`config.mk`:
```
export PLATFORM = sky130hd
export DESIGN_NAME = sdio_fbr_bank_flat
export DESIGN_NICKNAME = d
export VERILOG_FILES = /design/src/rtl/sdio_fbr_if.sv /design/src/rtl/sdio_fbr_bank.sv /design/src/flat_wrapper.sv
export SDC_FILE = /design/constraint.sdc
export NUM_CORES = 1
export LEC_CHECK = 0
export ABC_CLOCK_PERIOD_IN_PS = 4800
export CAP_MARGIN = 20
export CORE_MARGIN = 1.5
export CORE_UTILIZATION = 56
export DETAILED_ROUTE_END_ITERATION = 12
export PLACE_DENSITY = 0.84
export SETUP_SLACK_MARGIN = 0.1
export SYNTH_ARGS = -nofsm -noshare
export SYNTH_HDL_FRONTEND = slang
export SYNTH_SLANG_ARGS = --single-unit
```
`constraint.sdc`:
```
create_clock -name clk -period 4.8 [get_ports clk]
set_input_delay 1.2 -clock clk [delete_from_list [all_inputs] [get_ports clk]]
set_output_delay 1.2 -clock clk [all_outputs]
set_load 0.005 [all_outputs]
```
`src/rtl/sdio_fbr_if.sv`:
```
// Host-side CIA access bus shared by the CIA decoder (master) and the FBR bank (slave).
interface sdio_fbr_if;
  logic        i_activate;
  logic        i_write_flag;
  logic [16:0] i_address;
  logic        i_data_stb;
  logic [7:0]  i_data_in;
  logic [7:0]  o_data_out;
  logic        o_data_rdy;
  logic        o_busy;
  logic        o_err;

  modport slave (
    input  i_activate, i_write_flag, i_address, i_data_stb, i_data_in,
    output o_data_out, o_data_rdy, o_busy, o_err
  );

  modport master (
    output i_activate, i_write_flag, i_address, i_data_stb, i_data_in,
    input  o_data_out, o_data_rdy, o_busy, o_err
  );
endinterface

```
`src/rtl/sdio_fbr_bank.sv`:
```
// Function Basic Register bank for SDIO functions 1..NUM_FUNCS, with staged
// block-size commits and a handshaked CSA window to an external store.
module sdio_fbr_bank #(
  parameter int          NUM_FUNCS          = 2,
  parameter logic [27:0] FUNC_TYPES         = 28'h0,
  parameter logic [6:0]  CSA_SUPPORT        = 7'h0,
  parameter logic [6:0]  PWR_SEL_SUPPORT    = 7'h0,
  parameter logic [23:0] CIS_BASE           = 24'h001000,
  parameter logic [23:0] CIS_STRIDE         = 24'h000100,
  parameter logic [15:0] DEFAULT_BLOCK_SIZE = 16'd256,
  parameter logic [15:0] MAX_BLOCK_SIZE     = 16'd2048,
  parameter int          CSA_TIMEOUT        = 64
) (
  input  logic                    clk,
  input  logic                    rst,
  sdio_fbr_if.slave               bus,
  output logic [NUM_FUNCS-1:0]    o_csa_en,
  output logic [NUM_FUNCS-1:0]    o_pwr_mode,
  output logic [16*NUM_FUNCS-1:0] o_block_size,
  output logic [2:0]              o_csa_func,
  output logic [23:0]             o_csa_addr,
  output logic                    o_csa_rd,
  output logic                    o_csa_wr,
  output logic [7:0]              o_csa_data,
  input  logic [7:0]              i_csa_data,
  input  logic                    i_csa_ack
);

  localparam int TMO_W = $clog2(CSA_TIMEOUT + 1);

  typedef enum logic [1:0] {S_IDLE, S_RD, S_WR} state_t;

  state_t               r_state;
  logic [TMO_W-1:0]     r_tmo;
  logic [7:0]           r_data_out;
  logic                 r_data_rdy;
  logic                 r_busy;
  logic                 r_err;
  logic [2:0]           r_csa_func;
  logic [23:0]          r_csa_addr;
  logic                 r_csa_rd;
  logic                 r_csa_wr;
  logic [7:0]           r_csa_data;
  logic [NUM_FUNCS-1:0] r_csa_en;
  logic [NUM_FUNCS-1:0] r_eps;
  logic [15:0]          r_block_size [NUM_FUNCS];
  logic [7:0]           r_bs_lo      [NUM_FUNCS];
  logic [23:0]          r_csa_ptr    [NUM_FUNCS];

  logic [2:0]  w_func;
  logic [7:0]  w_off;
  logic        w_valid;
  logic        w_stb;
  logic [7:0]  w_rd_data;
  logic        w_sel_csa_en;
  logic [23:0] w_sel_ptr;
  logic [7:0]  w_sel_lo;
  logic [23:0] w_cis;
  logic [15:0] w_commit;
  logic        w_commit_ok;

  function automatic logic [23:0] cis_ptr(input int idx);
    logic [31:0] v;
    v = 32'(CIS_BASE) + 32'(idx) * 32'(CIS_STRIDE);
    return v[23:0];
  endfunction

  assign w_func      = bus.i_address[10:8];
  assign w_off       = bus.i_address[7:0];
  assign w_valid     = (bus.i_address[16:11] == 6'd0) && (w_func != 3'd0) &&
                       (int'(w_func) <= NUM_FUNCS);
  assign w_stb       = bus.i_activate && bus.i_data_stb;
  assign w_commit    = {bus.i_data_in, w_sel_lo};
  assign w_commit_ok = (w_commit != 16'd0) && (w_commit <= MAX_BLOCK_SIZE);

  // NOTE: every variable driven here gets a default first so no path infers a latch.
  always_comb begin
    w_rd_data    = 8'h00;
    w_sel_csa_en = 1'b0;
    w_sel_ptr    = 24'd0;
    w_sel_lo     = 8'h00;
    w_cis        = 24'd0;
    for (int f = 0; f < NUM_FUNCS; f++) begin
      if (w_valid && w_func == 3'(f + 1)) begin
        w_sel_csa_en = r_csa_en[f];
        w_sel_ptr    = r_csa_ptr[f];
        w_sel_lo     = r_bs_lo[f];
        w_cis        = cis_ptr(f);
        case (w_off)
          8'h00:   w_rd_data = {r_csa_en[f], CSA_SUPPORT[f], 2'b00, FUNC_TYPES[4*f +: 4]};
          8'h02:   w_rd_data = {6'b0, r_eps[f], PWR_SEL_SUPPORT[f]};
          8'h09:   w_rd_data = w_cis[7:0];
          8'h0A:   w_rd_data = w_cis[15:8];
          8'h0B:   w_rd_data = w_cis[23:16];
          8'h0C:   w_rd_data = r_csa_ptr[f][7:0];
          8'h0D:   w_rd_data = r_csa_ptr[f][15:8];
          8'h0E:   w_rd_data = r_csa_ptr[f][23:16];
          8'h10:   w_rd_data = r_block_size[f][7:0];
          8'h11:   w_rd_data = r_block_size[f][15:8];
          default: w_rd_data = 8'h00;
        endcase
      end
    end
  end

  // NOTE: sequential state uses non-blocking assignments only, so every register
  // samples the pre-edge values of its neighbours.
  always_ff @(posedge clk) begin
    if (rst) begin
      r_state    <= S_IDLE;
      r_tmo      <= '0;
      r_data_out <= 8'h00;
      r_data_rdy <= 1'b0;
      r_busy     <= 1'b0;
      r_err      <= 1'b0;
      r_csa_func <= 3'd0;
      r_csa_addr <= 24'd0;
      r_csa_rd   <= 1'b0;
      r_csa_wr   <= 1'b0;
      r_csa_data <= 8'h00;
      r_csa_en   <= '0;
      r_eps      <= '0;
      // NOTE: these small per-function arrays are software-visible registers, not
      // RAM, so they are reset like any other flop.
      for (int f = 0; f < NUM_FUNCS; f++) begin
        r_block_size[f] <= DEFAULT_BLOCK_SIZE;
        r_bs_lo[f]      <= 8'h00;
        r_csa_ptr[f]    <= 24'd0;
      end
    end else begin
      r_data_rdy <= 1'b0;
      r_err      <= 1'b0;
      case (r_state)
        S_IDLE: begin
          if (w_stb) begin
            if (w_valid && w_off == 8'h0F && w_sel_csa_en) begin
              r_state    <= bus.i_write_flag ? S_WR : S_RD;
              r_busy     <= 1'b1;
              r_tmo      <= '0;
              r_csa_func <= w_func;
              r_csa_addr <= w_sel_ptr;
              r_csa_rd   <= !bus.i_write_flag;
              r_csa_wr   <= bus.i_write_flag;
              r_csa_data <= bus.i_write_flag ? bus.i_data_in : 8'h00;
            end else begin
              r_data_rdy <= 1'b1;
              r_data_out <= bus.i_write_flag ? 8'h00 : w_rd_data;
              if (!w_valid) begin
                r_err <= bus.i_write_flag;
              end else if (w_off == 8'h0F) begin
                r_err <= 1'b1;
              end else if (bus.i_write_flag) begin
                for (int f = 0; f < NUM_FUNCS; f++) begin
                  if (w_func == 3'(f + 1)) begin
                    case (w_off)
                      8'h00: if (CSA_SUPPORT[f]) r_csa_en[f] <= bus.i_data_in[7];
                      8'h02: if (PWR_SEL_SUPPORT[f]) r_eps[f] <= bus.i_data_in[1];
                      8'h0C: r_csa_ptr[f][7:0]   <= bus.i_data_in;
                      8'h0D: r_csa_ptr[f][15:8]  <= bus.i_data_in;
                      8'h0E: r_csa_ptr[f][23:16] <= bus.i_data_in;
                      8'h10: r_bs_lo[f]          <= bus.i_data_in;
                      8'h11: begin
                        if (w_commit_ok) r_block_size[f] <= w_commit;
                        else             r_err           <= 1'b1;
                      end
                      default: ;
                    endcase
                  end
                end
              end
            end
          end
        end

        S_RD, S_WR: begin
          if (w_stb) r_err <= 1'b1;
          if (i_csa_ack || r_tmo == TMO_W'(CSA_TIMEOUT - 1)) begin
            r_state    <= S_IDLE;
            r_busy     <= 1'b0;
            r_csa_func <= 3'd0;
            r_csa_addr <= 24'd0;
            r_csa_rd   <= 1'b0;
            r_csa_wr   <= 1'b0;
            r_csa_data <= 8'h00;
            r_data_rdy <= 1'b1;
            if (i_csa_ack) begin
              if (r_state == S_RD) r_data_out <= i_csa_data;
              for (int f = 0; f < NUM_FUNCS; f++) begin
                if (r_csa_func == 3'(f + 1)) r_csa_ptr[f] <= r_csa_ptr[f] + 24'd1;
              end
            end else begin
              // Timed out: report an error and leave the pointer where it was.
              r_err <= 1'b1;
              if (r_state == S_RD) r_data_out <= 8'hFF;
            end
          end else begin
            r_tmo <= r_tmo + TMO_W'(1);
          end
        end

        default: r_state <= S_IDLE;
      endcase
    end
  end

  always_comb begin
    o_block_size = '0;
    for (int f = 0; f < NUM_FUNCS; f++) o_block_size[16*f +: 16] = r_block_size[f];
  end

  assign bus.o_data_out = r_data_out;
  assign bus.o_data_rdy = r_data_rdy;
  assign bus.o_busy     = r_busy;
  assign bus.o_err      = r_err;
  assign o_csa_en       = r_csa_en;
  assign o_pwr_mode     = r_eps;
  assign o_csa_func     = r_csa_func;
  assign o_csa_addr     = r_csa_addr;
  assign o_csa_rd       = r_csa_rd;
  assign o_csa_wr       = r_csa_wr;
  assign o_csa_data     = r_csa_data;

endmodule
```
`src/flat_wrapper.sv`:
```
// flat-port wrapper written by rule: the top's interface ports become plain ports
module sdio_fbr_bank_flat 
#(
  parameter int          NUM_FUNCS          = 2,
  parameter logic [27:0] FUNC_TYPES         = 28'h0,
  parameter logic [6:0]  CSA_SUPPORT        = 7'h0,
  parameter logic [6:0]  PWR_SEL_SUPPORT    = 7'h0,
  parameter logic [23:0] CIS_BASE           = 24'h001000,
  parameter logic [23:0] CIS_STRIDE         = 24'h000100,
  parameter logic [15:0] DEFAULT_BLOCK_SIZE = 16'd256,
  parameter logic [15:0] MAX_BLOCK_SIZE     = 16'd2048,
  parameter int          CSA_TIMEOUT        = 64
)
  (clk, rst, o_csa_en, o_pwr_mode, o_block_size, o_csa_func, o_csa_addr, o_csa_rd, o_csa_wr, o_csa_data, i_csa_data, i_csa_ack, bus_i_activate, bus_i_write_flag, bus_i_address, bus_i_data_stb, bus_i_data_in, bus_o_data_out, bus_o_data_rdy, bus_o_busy, bus_o_err);
  sdio_fbr_if bus_i ();
  input  logic clk;
  input  logic rst;
  output logic [NUM_FUNCS-1:0] o_csa_en;
  output logic [NUM_FUNCS-1:0] o_pwr_mode;
  output logic [16*NUM_FUNCS-1:0] o_block_size;
  output logic [2:0] o_csa_func;
  output logic [23:0] o_csa_addr;
  output logic o_csa_rd;
  output logic o_csa_wr;
  output logic [7:0] o_csa_data;
  input  logic [7:0] i_csa_data;
  input  logic i_csa_ack;
  input wire logic [$bits(bus_i.i_activate)-1:0] bus_i_activate;
  input wire logic [$bits(bus_i.i_write_flag)-1:0] bus_i_write_flag;
  input wire logic [$bits(bus_i.i_address)-1:0] bus_i_address;
  input wire logic [$bits(bus_i.i_data_stb)-1:0] bus_i_data_stb;
  input wire logic [$bits(bus_i.i_data_in)-1:0] bus_i_data_in;
  output wire logic [$bits(bus_i.o_data_out)-1:0] bus_o_data_out;
  output wire logic [$bits(bus_i.o_data_rdy)-1:0] bus_o_data_rdy;
  output wire logic [$bits(bus_i.o_busy)-1:0] bus_o_busy;
  output wire logic [$bits(bus_i.o_err)-1:0] bus_o_err;
  assign bus_i.i_activate = bus_i_activate;
  assign bus_i.i_write_flag = bus_i_write_flag;
  assign bus_i.i_address = bus_i_address;
  assign bus_i.i_data_stb = bus_i_data_stb;
  assign bus_i.i_data_in = bus_i_data_in;
  assign bus_o_data_out = bus_i.o_data_out;
  assign bus_o_data_rdy = bus_i.o_data_rdy;
  assign bus_o_busy = bus_i.o_busy;
  assign bus_o_err = bus_i.o_err;
  sdio_fbr_bank #(.NUM_FUNCS(NUM_FUNCS), .FUNC_TYPES(FUNC_TYPES), .CSA_SUPPORT(CSA_SUPPORT), .PWR_SEL_SUPPORT(PWR_SEL_SUPPORT), .CIS_BASE(CIS_BASE), .CIS_STRIDE(CIS_STRIDE), .DEFAULT_BLOCK_SIZE(DEFAULT_BLOCK_SIZE), .MAX_BLOCK_SIZE(MAX_BLOCK_SIZE), .CSA_TIMEOUT(CSA_TIMEOUT)) u_core (.clk(clk), .rst(rst), .bus(bus_i), .o_csa_en(o_csa_en), .o_pwr_mode(o_pwr_mode), .o_block_size(o_block_size), .o_csa_func(o_csa_func), .o_csa_addr(o_csa_addr), .o_csa_rd(o_csa_rd), .o_csa_wr(o_csa_wr), .o_csa_data(o_csa_data), .i_csa_data(i_csa_data), .i_csa_ack(i_csa_ack));
endmodule
```
==> impl_results.md, run 1 <==
- Outcome: completed
- Max-slew violation count: 0
- WHS: 0.4659 ns
- Worst vdd ir: 182.3 µV
- Final period util: 0.7843
- DRC: 0
- Via-per-instance ratio: 6.272
- Total track usage: 0.2730
- Worst Skew: 0.01000 ns
- Post-Syn Area per Cell: 11.56 µm²
- Yosys top cell by area: edfxtp_1
- Die X: 105.2 µm
- DR pass1 iterations: 6
- Primary FF master, synth: edfxtp_1
- DR iter-0 viols: 488
- Cts repair resizes: 0
- DP Wirelength: 11030 µm
- Gate Count Post-Synth: 506
- Crit path required time: 4.88 ns
- # IOs: 123
- Row count: 37
- Worst Max-Slew Pin Slew: 1.070 ns
- Sequential area share after synthesis: 0.5271
- PD cells: 262.0 nW/µm²
- Post-CTS Hold Buffers: 0
- Final setup violation count: 0
- Core ar.: 10230 µm²
- Sequential Power Share: 0.603
- CTS tree: done
- Arr. time, crit path: 3.84 ns
- Placed Area: 6559 µm²
- Endpoint class of the critical path: flip-flop
- Worst-path fanout max: 16
- Number of synthesized flops with an enable pin: 96
- Fin crit period: 3.765 ns
- Unique masters post-synth: 62
- Maximum root-to-sink buffer count: 2
- Clk pwr share: 0.295
- Vias in the first global route: 4201
- Reg2Reg Depth: 5
- Post-Syn Area: 5849 µm²
- Lkg Pwr: 0.002543 µW
- Synth area leaders: edfxtp_1, buf_4, mux2i_1
- Global route overflow: 0
- Final hold violations: 0
- MaxCap Viol Count: 0
- Crit start category: input port
- Gp weighted congestion: 0.9627
- Antenna Violating Nets Remaining: 0
- Num Clock Sinks: 106
- Initial antenna violation count: 0
- Worst-Skew Late Latency: 0.37 ns
- Post-DR wirelength/cell: 20.71 µm
- Fillers: 792
- Fmax: 265.6 MHz
- Clock slew at reported path FFs: 0.10 ns
- Hold Path Depth: 2
- CP Class: input port to flip-flop
- Internal power: 1311 µW
- H-tree depth: 3
- Root Driver: clkbuf_8
- Largest net degree at the start of global routing: 37
- Die height: 105.2 µm
- Share of layout cells above drive strength 1: 0.09402
- Area grow syn2layout: 15.19%
- Met3 usage: 0.05490
- Synth top area share: 0.4928
- Post-synthesis sequential element count: 106
- Antenna diodes: 0
- Rel. slew slack: 0.2819
- Initial Util: 0.5717
- Met2 track demand over resource: 0.4328
- TritonCTS buffer count: 9
- Post-route setup TNS: 0 ns
- Hold Crit Class: flip-flop to flip-flop
- Via count: 4522
- Nets: 620
- IO Port Bufs: 71
- First-pass GRT wire length: 22740 µm
- Switching Share: 0.2572
- FFs w/ async S/R, synth: 0
- Met1 Track Usage GR: 0.3588
- Gr busiest metal: met2
- RSZ-0062 raised after global routing: false
- # Post-CTS Setup Buffers: 0
- Area of the die: 11070 µm²
- Comb power frac: 0.102
- Fin area: 6738 µm²
- P_sw: 454.0 µW
- Syn. warnings: 0
- Final WL: 14930 µm
## power groups by stage
stage | Sequential, µW | Combinational (µW) | Clock [µW]
after floorplan | 1080 | 113 | 0
after global placement | 1080 | 172 | 0
after detailed placement | 1080 | 176 | 0
after CTS | 1060 | 177 | 521
after global routing | 1070 | 191 | 552
final | 1060 | 180 | 522
## cell usage after synthesis, types with 3 or more instances
library cell and n:
edfxtp_1 96, buf_4 46, nand2_1 28, nor2_1 26
mux2i_1 25, a21o_1 24, nand3_1 22, and2_1 13
clkbuf_1 13, and3_1 12, inv_1 12, xnor2_1 12
xor2_1 12, a21oi_1 11, dfxtp_1 10, nand4_1 10
a2111oi_2 9, nor3_1 9, a22oi_1 8, buf_2 8
o22ai_1 8, o31ai_1 8, a2111oi_0 7, or4_1 7
nor4_1 6, a221oi_1 5, o21ai_0 5, buf_1 3
nor2b_1 3, o21bai_1 3
## per-stage QoR
step                  util  total power, µW  worst slack [ns]  cells
floorplan                -             1191             1.278    555
global placement    0.6411             1254            0.7237    705
detailed placement  0.6411             1260            0.6869    705
CTS                 0.6586             1760             1.095    721
global route        0.6586             1810            0.8459    721
finish              0.6586             1765             1.035    721
## placed cells by master, fill, tap and decap left out, types with 3 or more instances in the layout
cell type and count:
nand2_1 28, and2_1 13, o31ai_1 8, clkdlybuf4s50_1 70, conb_1 50, and3_1 12, o21bai_1 3, nor2b_1 3
xor2_1 12, nor3_1 8, nor3_2 3, a22oi_1 8, o21ai_0 5, nor4_1 6, o22ai_1 8, nand3_1 22
a2111oi_2 9, a21o_1 24, xnor2_1 12, nand4_1 10, nor2_1 26, edfxtp_1 96, buf_4 15, a221oi_1 5
clkbuf_8 9, a2111oi_0 7, dfxtp_1 10, a21oi_1 11, mux2i_1 25, or4_1 7, inv_1 12
## worst paths after layout
path	startpoint	end	slack [ns]
min	u_core.bus.o_data_out[6]	u_core.bus.o_data_out[6]	0.47
max reg2reg	u_core.r_bs_lo[0][9]	u_core.r_block_size[0][21]	2.01
min reg2reg	u_core.bus.o_data_out[6]	u_core.bus.o_data_out[6]	0.47
max	bus_i_data_in[4]	u_core.r_block_size[0][13]	1.04
## kinds of logic (layout without fill, tap and decap cells)
| kind of cell | count (synthesis) | after routing | synth area share |
|---|---|---|---|
| buffers and inverters | 85 | 115 | 0.08834 |
| muxes | 26 | 26 | 0.04471 |
| DFF | 106 | 106 | 0.5271 |
| other | 1 | 50 | 0.0006411 |
| xor gates and xnor gates | 24 | 24 | 0.03594 |
| and+or+nand+nor | 157 | 157 | 0.1555 |
| AOI/OAI and AO/OA | 106 | 106 | 0.1457 |
| adders and majority gates | 1 | 1 | 0.002139 |
## routing by layer
| metal | vias up | share of wire |
|---|---|---|
| met1 | 2119 | 0.38 |
| met3 | 45 | 0.11 |
| li1 | 1988 | - |
| met2 | 370 | 0.47 |
| met4 | 0 | 0.035 |
| met5 | - | 0 |
## registers in the layout, summed over array words and instances, names as in the netlist
signal / cells
u_core.bus.o_data_rdy: 1
u_core.r_csa_ptr: 48
u_core.bus.o_data_out: 8
u_core.r_bs_lo: 16
u_core.bus.o_err: 1
u_core.r_block_size: 32
## worst max-delay path, stage by stage
cell and delay, ns:
clkdlybuf4s50_1 0.56, nor4_2 0.57, nand4_1 0.19, or4_1 0.54, or4_1 0.40, nand3_1 0.10
buf_4 0.25
## cell type report
type	instances	area (µm²)	share of cell area
inverters	13	48.80	0.007242
well taps	136	170.2	0.02526
clock buffers	10	127.6	0.01894
repair buffers	86	818.3	0.1214
flip-flops and latches	106	3083	0.4576
clock inverters	6	51.30	0.007614
multi-input cells	364	2439	0.3619
(Power assumes the default switching activity.)
==> run 2: changes to the inputs <==
--- a/config.mk
+++ b/config.mk
@@ -5,12 +5,12 @@
 export SDC_FILE = /design/constraint.sdc
 export NUM_CORES = 1
 export LEC_CHECK = 0
-export ABC_CLOCK_PERIOD_IN_PS = 4800
+export ABC_CLOCK_PERIOD_IN_PS = 3650
 export CAP_MARGIN = 20
 export CORE_MARGIN = 1.5
-export CORE_UTILIZATION = 56
+export CORE_UTILIZATION = 52
 export DETAILED_ROUTE_END_ITERATION = 12
-export PLACE_DENSITY = 0.84
+export PLACE_DENSITY = 0.78
 export SETUP_SLACK_MARGIN = 0.1
 export SYNTH_ARGS = -nofsm -noshare
 export SYNTH_HDL_FRONTEND = slang
==> constraint.sdc (replaced) <==
create_clock -name clk -period 3.65 [get_ports clk]
set_input_delay 0.9125 -clock clk [delete_from_list [all_inputs] [get_ports clk]]
set_output_delay 0.9125 -clock clk [all_outputs]
set_load 0.005 [all_outputs]
==> run 2 against run 1 <==
Die area increased by 7.5%. Core utilization fell by 1.6 points. Clock power is 40% higher. Cell count increased by 3.7%. Global-route usage increased by 0.14 points. Wire length increased by 2.3%. Clock-buffer cell count down 1. Sequential share of layout area is 1.7 points lower. Setup slack lost 0.64 ns. Largest cell class unchanged.
==> impl_results.md, run 2 (synthesized netlist as in run 1, its figures left out) <==
- Worst vdd ir: 210.6 µV
- DR iter-0 viols: 435
- DR pass1 iterations: 6
- Largest net degree at the start of global routing: 22
- # IOs: 123
- Area of the die: 11890 µm²
- Antenna Violating Nets Remaining: 0
- Final setup violation count: 0
- Row count: 38
- Nets: 644
- Rel. slew slack: 0.4751
- Crit path required time: 3.74 ns
- Post-route setup TNS: 0 ns
- Clock slew at reported path FFs: 0.10 ns
- H-tree depth: 3
- TritonCTS buffer count: 9
- Outcome: completed
- Lkg Pwr: 0.002689 µW
- CP dominant cell by count: or4_1
- Hold Crit Class: flip-flop to flip-flop
- Final WL: 15270 µm
- Final period util: 0.8909
- Largest register by flop count: u_core.r_csa_ptr
- Post-Place Cells: 733
- DRC: 0
- Worst-path fanout max: 16
- First-pass GRT wire length: 23760 µm
- Via-per-instance ratio: 6.100
- Final hold violations: 0
- Fin crit period: 3.252 ns
- Post-DR wirelength/cell: 20.42 µm
- Via count: 4563
- Endpoint class of the critical path: flip-flop
- CP Class: input port to flip-flop
- Initial antenna violation count: 0
- Max-slew violation count: 0
- Share of layout cells above drive strength 1: 0.1299
- CP cell instances: clkdlybuf4s50_1, nor4_2, nand4_1, or4_1, or4_1, nand3_1, buf_12
- Cts repair resizes: 0
- PD cells: 341.4 nW/µm²
- Vias in the first global route: 4265
- Worst-Skew Late Latency: 0.38 ns
- Antenna diodes: 0
- Num Clock Sinks: 106
- Global route overflow: 0
- Commonest non-fill, non-tap cell in the layout: edfxtp_1
- Arr. time, crit path: 3.34 ns
- DP Wirelength: 11720 µm
- Post-CTS Hold Buffers: 0
- Max FFs per register: 48
- Crit start category: input port
- Total track usage: 0.2744
- Most frequent cells in the layout: edfxtp_1, clkdlybuf4s50_1, conb_1
- Gp weighted congestion: 0.9328
- Die height: 109.1 µm
- CP max stage cell: or4_1
- Tot Pwr: 2387 µW
- Root Driver: clkbuf_8
- Die X: 109.1 µm
- # Post-CTS Setup Buffers: 0
- CP Buf/Inv Count: 2
- Critical Path Max Stage Delay: 0.57 ns
- Initial Util: 0.5372
- CTS tree: done
- Worst Skew: 0.01187 ns
- Final cell count without fillers: 748
- Area grow syn2layout: 19.53%
- Biggest regs: u_core.r_csa_ptr x48, u_core.r_block_size x32, u_core.r_bs_lo x16
- Maximum root-to-sink buffer count: 2
- Largest delay share family, worst path: simple AND/OR/NAND/NOR gates
- Worst Max-Slew Pin Slew: 0.7874 ns
- Fmax: 307.5 MHz
- Core ar.: 10890 µm²
- IO Port Bufs: 71
- MaxCap Viol Count: 0
- RSZ-0062 raised after global routing: false
==> run 2: cell types whose count changed in the layout (fill, tap and decap cells not counted), sizes merged <==
cell	previous run	this run
buf	16	40
clkinvlp	2	0
bufinv	0	1
clkbuf	10	9
clkinv	3	4
==> run 2: routing by layer <==
metal,global-route usage,share of wire,up-vias
met5,0,0,-
met4,0.1137,0.026,0
met3,0.05619,0.10,37
met2,0.4455,0.48,315
met1,0.3579,0.39,2170
li1,-,-,2041
==> run 2: layout make-up <==
class,instances,area (µm²)
Clock buffer,9,123.9
Clock inverter,6,73.82
Sequential cell,106,3083
Tap cell,140,175.2
Fill cell,871,3896
Inverter,13,48.80
Multi-Input combinational cell,364,2439
Timing Repair Buffer,110,1049
==> run 2: worst paths after layout <==
kind / from / end / slack (ns) / cells past startpoint
hold / removal: u_core.bus.o_data_out[5] / u_core.bus.o_data_out[5] / 0.47 / 2
setup / recovery: bus_i_data_in[4] / u_core.r_block_size[0][6] / 0.40 / 7
setup reg to reg: u_core.r_csa_ptr[0][4] / u_core.r_csa_ptr[0][23] / 1.26 / 5
hold reg to reg: u_core.bus.o_data_out[5] / u_core.bus.o_data_out[5] / 0.47 / 2
==> run 2: power by group <==
part           internal [µW]  switching, µW  leakage (µW)
logic                    111            144       0.00155
clock network            322            411      0.000100
registers               1370           31.2       0.00104
total                   1800            586       0.00269
==> run 2: tightest hold or removal path, cell delays in order (launching register included) <==
cell and delay [ns]:
dfxtp_1 0.34, nand2_1 0.05, o31ai_1 0.05
==> run 2: per-stage QoR <==
step	cell area [µm²]	setup slack (ns)	hold WS, ns	util
6_report	6992	0.3982	0.4661	0.6422
3_3_place_gp	6794	0.1176	0.4408	0.6240
2_1_floorplan	6033	0.4155	0.4495	-
5_1_grt	6992	0.3698	0.4833	0.6422
4_1_cts	6992	0.4296	0.4679	0.6422
3_5_place_dp	6794	0.08546	0.4459	0.6240
==> run 3: changes to the inputs <==
--- a/config.mk
+++ b/config.mk
@@ -10,8 +10,9 @@
 export CORE_MARGIN = 1.5
 export CORE_UTILIZATION = 52
 export DETAILED_ROUTE_END_ITERATION = 12
-export PLACE_DENSITY = 0.78
+export PLACE_DENSITY = 0.84
 export SETUP_SLACK_MARGIN = 0.1
+export SLEW_MARGIN = 25
 export SYNTH_ARGS = -nofsm -noshare
 export SYNTH_HDL_FRONTEND = slang
 export SYNTH_SLANG_ARGS = --single-unit
==> run 3 against run 2 <==
Non-clock buffer count down 2. Flip-flop and latch count unchanged. Clock-buffer cell count did not move. Register-to-register slack hardly changed. Wire length rose by 1.4%. Global-route usage decreased by 0.17 points. Maximum frequency is 1.7% higher. Critical path depth unchanged.
==> impl_results.md, run 3 (synthesized netlist as in run 1, its figures left out) <==
- Worst vdd ir: 214.5 µV
- First-pass GRT wire length: 23580 µm
- Cts repair resizes: 0
- Final setup violation count: 0
- Worst Max-Slew Pin Slew: 0.8433 ns
- Hold_sp: u_core.bus.o_data_out[5]
- Share of layout cells above drive strength 1: 0.1269
- TritonCTS buffer count: 9
- PD cells: 353.1 nW/µm²
- Die X: 109.1 µm
- Largest net degree at the start of global routing: 28
- Endpoint class of the critical path: flip-flop
- Gp weighted congestion: 0.9719
- Gr busiest metal: met2
- Crit path required time: 3.74 ns
- Post-route setup TNS: 0 ns
- Global route overflow: 0
- Final hold violations: 0
- DP Wirelength: 11800 µm
- Vias in the first global route: 4347
- Lkg Pwr: 0.002695 µW
- RSZ-0062 raised after global routing: false
- Row count: 38
- Via-per-instance ratio: 6.071
- Biggest regs: u_core.r_csa_ptr x48, u_core.r_block_size x32, u_core.r_bs_lo x16
- DR pass1 iterations: 5
- Commonest non-fill, non-tap cell in the layout: edfxtp_1
- Largest register by flop count: u_core.r_csa_ptr
- Clock slew at reported path FFs: 0.11 ns
- Total track usage: 0.2727
- # IOs: 123
- Pre-CTS WS: 0.08073 ns
- Fillers: 809
- CP cell instances: clkdlybuf4s50_1, nor4_2, nand4_1, or4_1, or4_1, nand3_1, buf_12
- Outcome: completed
- CP dominant cell by count: or4_1
- Nets: 642
- Critical Path Max Stage Delay: 0.54 ns
- Arr. time, crit path: 3.29 ns
- DR iter-0 viols: 555
- Initial antenna violation count: 0
- Num Clock Sinks: 106
- Root Driver: clkbuf_8
- DRC: 0
- Die height: 109.1 µm
- Most frequent cells in the layout: edfxtp_1, clkdlybuf4s50_1, conb_1
- Hold Crit Class: flip-flop to flip-flop
- CP Class: input port to flip-flop
- Final period util: 0.8758
- Fin crit period: 3.197 ns
- Final WL: 15490 µm
- Fmax: 312.8 MHz
- Fin area: 7000 µm²
- Post-CTS Hold Buffers: 0
- Antenna Violating Nets Remaining: 0
- # Post-CTS Setup Buffers: 0
- IO Port Bufs: 71
- Initial Util: 0.5372
- Core ar.: 10890 µm²
- Worst hold endpoint: u_core.bus.o_data_out[5]
- Tot Pwr: 2472 µW
- Reg2Reg Depth: 5
- Crit start category: input port
- Worst-Skew Late Latency: 0.38 ns
- CTS tree: done
- Max-slew violation count: 0
- Post-DR wirelength/cell: 20.73 µm
- Met2 track demand over resource: 0.4455
- CP max stage cell: or4_1
- Area of the die: 11890 µm²
- Antenna diodes: 0
- Register area: 3083 µm²
- MaxCap Viol Count: 0
- Maximum root-to-sink buffer count: 2
- Worst flop-to-flop path startpoint: u_core.r_csa_ptr[0][4]
- Worst-path fanout max: 16
- Area grow syn2layout: 19.68%
- Hold Path Depth: 2
- H-tree depth: 3
- Worst Skew: 0.01376 ns
- RR Endpoint: u_core.r_csa_ptr[0][23]
- Reg2reg setup slack: 1.25 ns
- Via count: 4535
- Placed Area: 6779 µm²
- Met3 usage: 0.06037
- Met1 Track Usage GR: 0.3540
- Rel. slew slack: 0.4378
- Final WS setup: 0.4535 ns
- Area occupied by multi-input gates: 2439 µm²
- Max FFs per register: 48
run 3: cell count changes in the layout (fill, tap and decap cells not counted):
cell	previous run	this run
clkinv_2	0	1
clkinv_1	1	2
clkinv_4	3	0
bufinv_16	1	2
buf_4	35	33
inv_8	0	1
run 3: critical path, delay by kind of cell:
family | cells | cell delay (ns)
simple gates | 5 | 1.75
buf+inv | 2 | 0.62
run 3: worst max path at each step:
| stage | startpoint | slack, ns | to | depth (start not counted) |
|---|---|---|---|---|
| final | bus_i_data_in[4] | 0.45 | u_core.r_block_size[0][14] | 7 |
| after global routing | bus_i_address[12] | 0.33 | u_core.r_block_size[0][19] | 7 |
| after CTS | bus_i_data_in[4] | 0.50 | u_core.r_block_size[0][7] | 7 |
| after detailed placement | bus_i_data_in[4] | 0.08 | u_core.r_block_size[0][7] | 7 |
| after global placement | bus_i_data_in[4] | 0.05 | u_core.r_block_size[0][5] | 7 |
| after floorplan | bus_i_address[4] | 0.42 | u_core.r_csa_ptr[1][0] | 6 |
run 3: per-stage QoR:
step                cells  hold slack [ns]  utilization
finish                747           0.4680       0.6430
CTS                   747           0.4710       0.6430
floorplan             555           0.4495            -
detailed placement    731           0.4491       0.6226
global route          747           0.4771       0.6430
global placement      731           0.4394       0.6226
run 3: routing by layer:
layer / vias up / share of wire
met5: - / 0
li1: 2031 / -
met4: 0 / 0.025
met2: 309 / 0.48
met3: 34 / 0.11
met1: 2161 / 0.39
run 3: area by class of cell:
type	instances	share of cell area
timing repair buffer	108	0.1476
sequential	106	0.4404
clock buffer	9	0.01769
inverter	13	0.006971
multi-input combinational	364	0.3483
tap	140	0.02502
clock inverter	7	0.01394
run 3: where the power goes:
| group | switching (µW) | total [µW] | internal [µW] | leakage (µW) |
|---|---|---|---|---|
| Combinational | 143 | 253 | 111 | 0.00154 |
| Sequential | 30.3 | 1400 | 1370 | 0.00104 |
| Clock | 428 | 821 | 393 | 0.000114 |
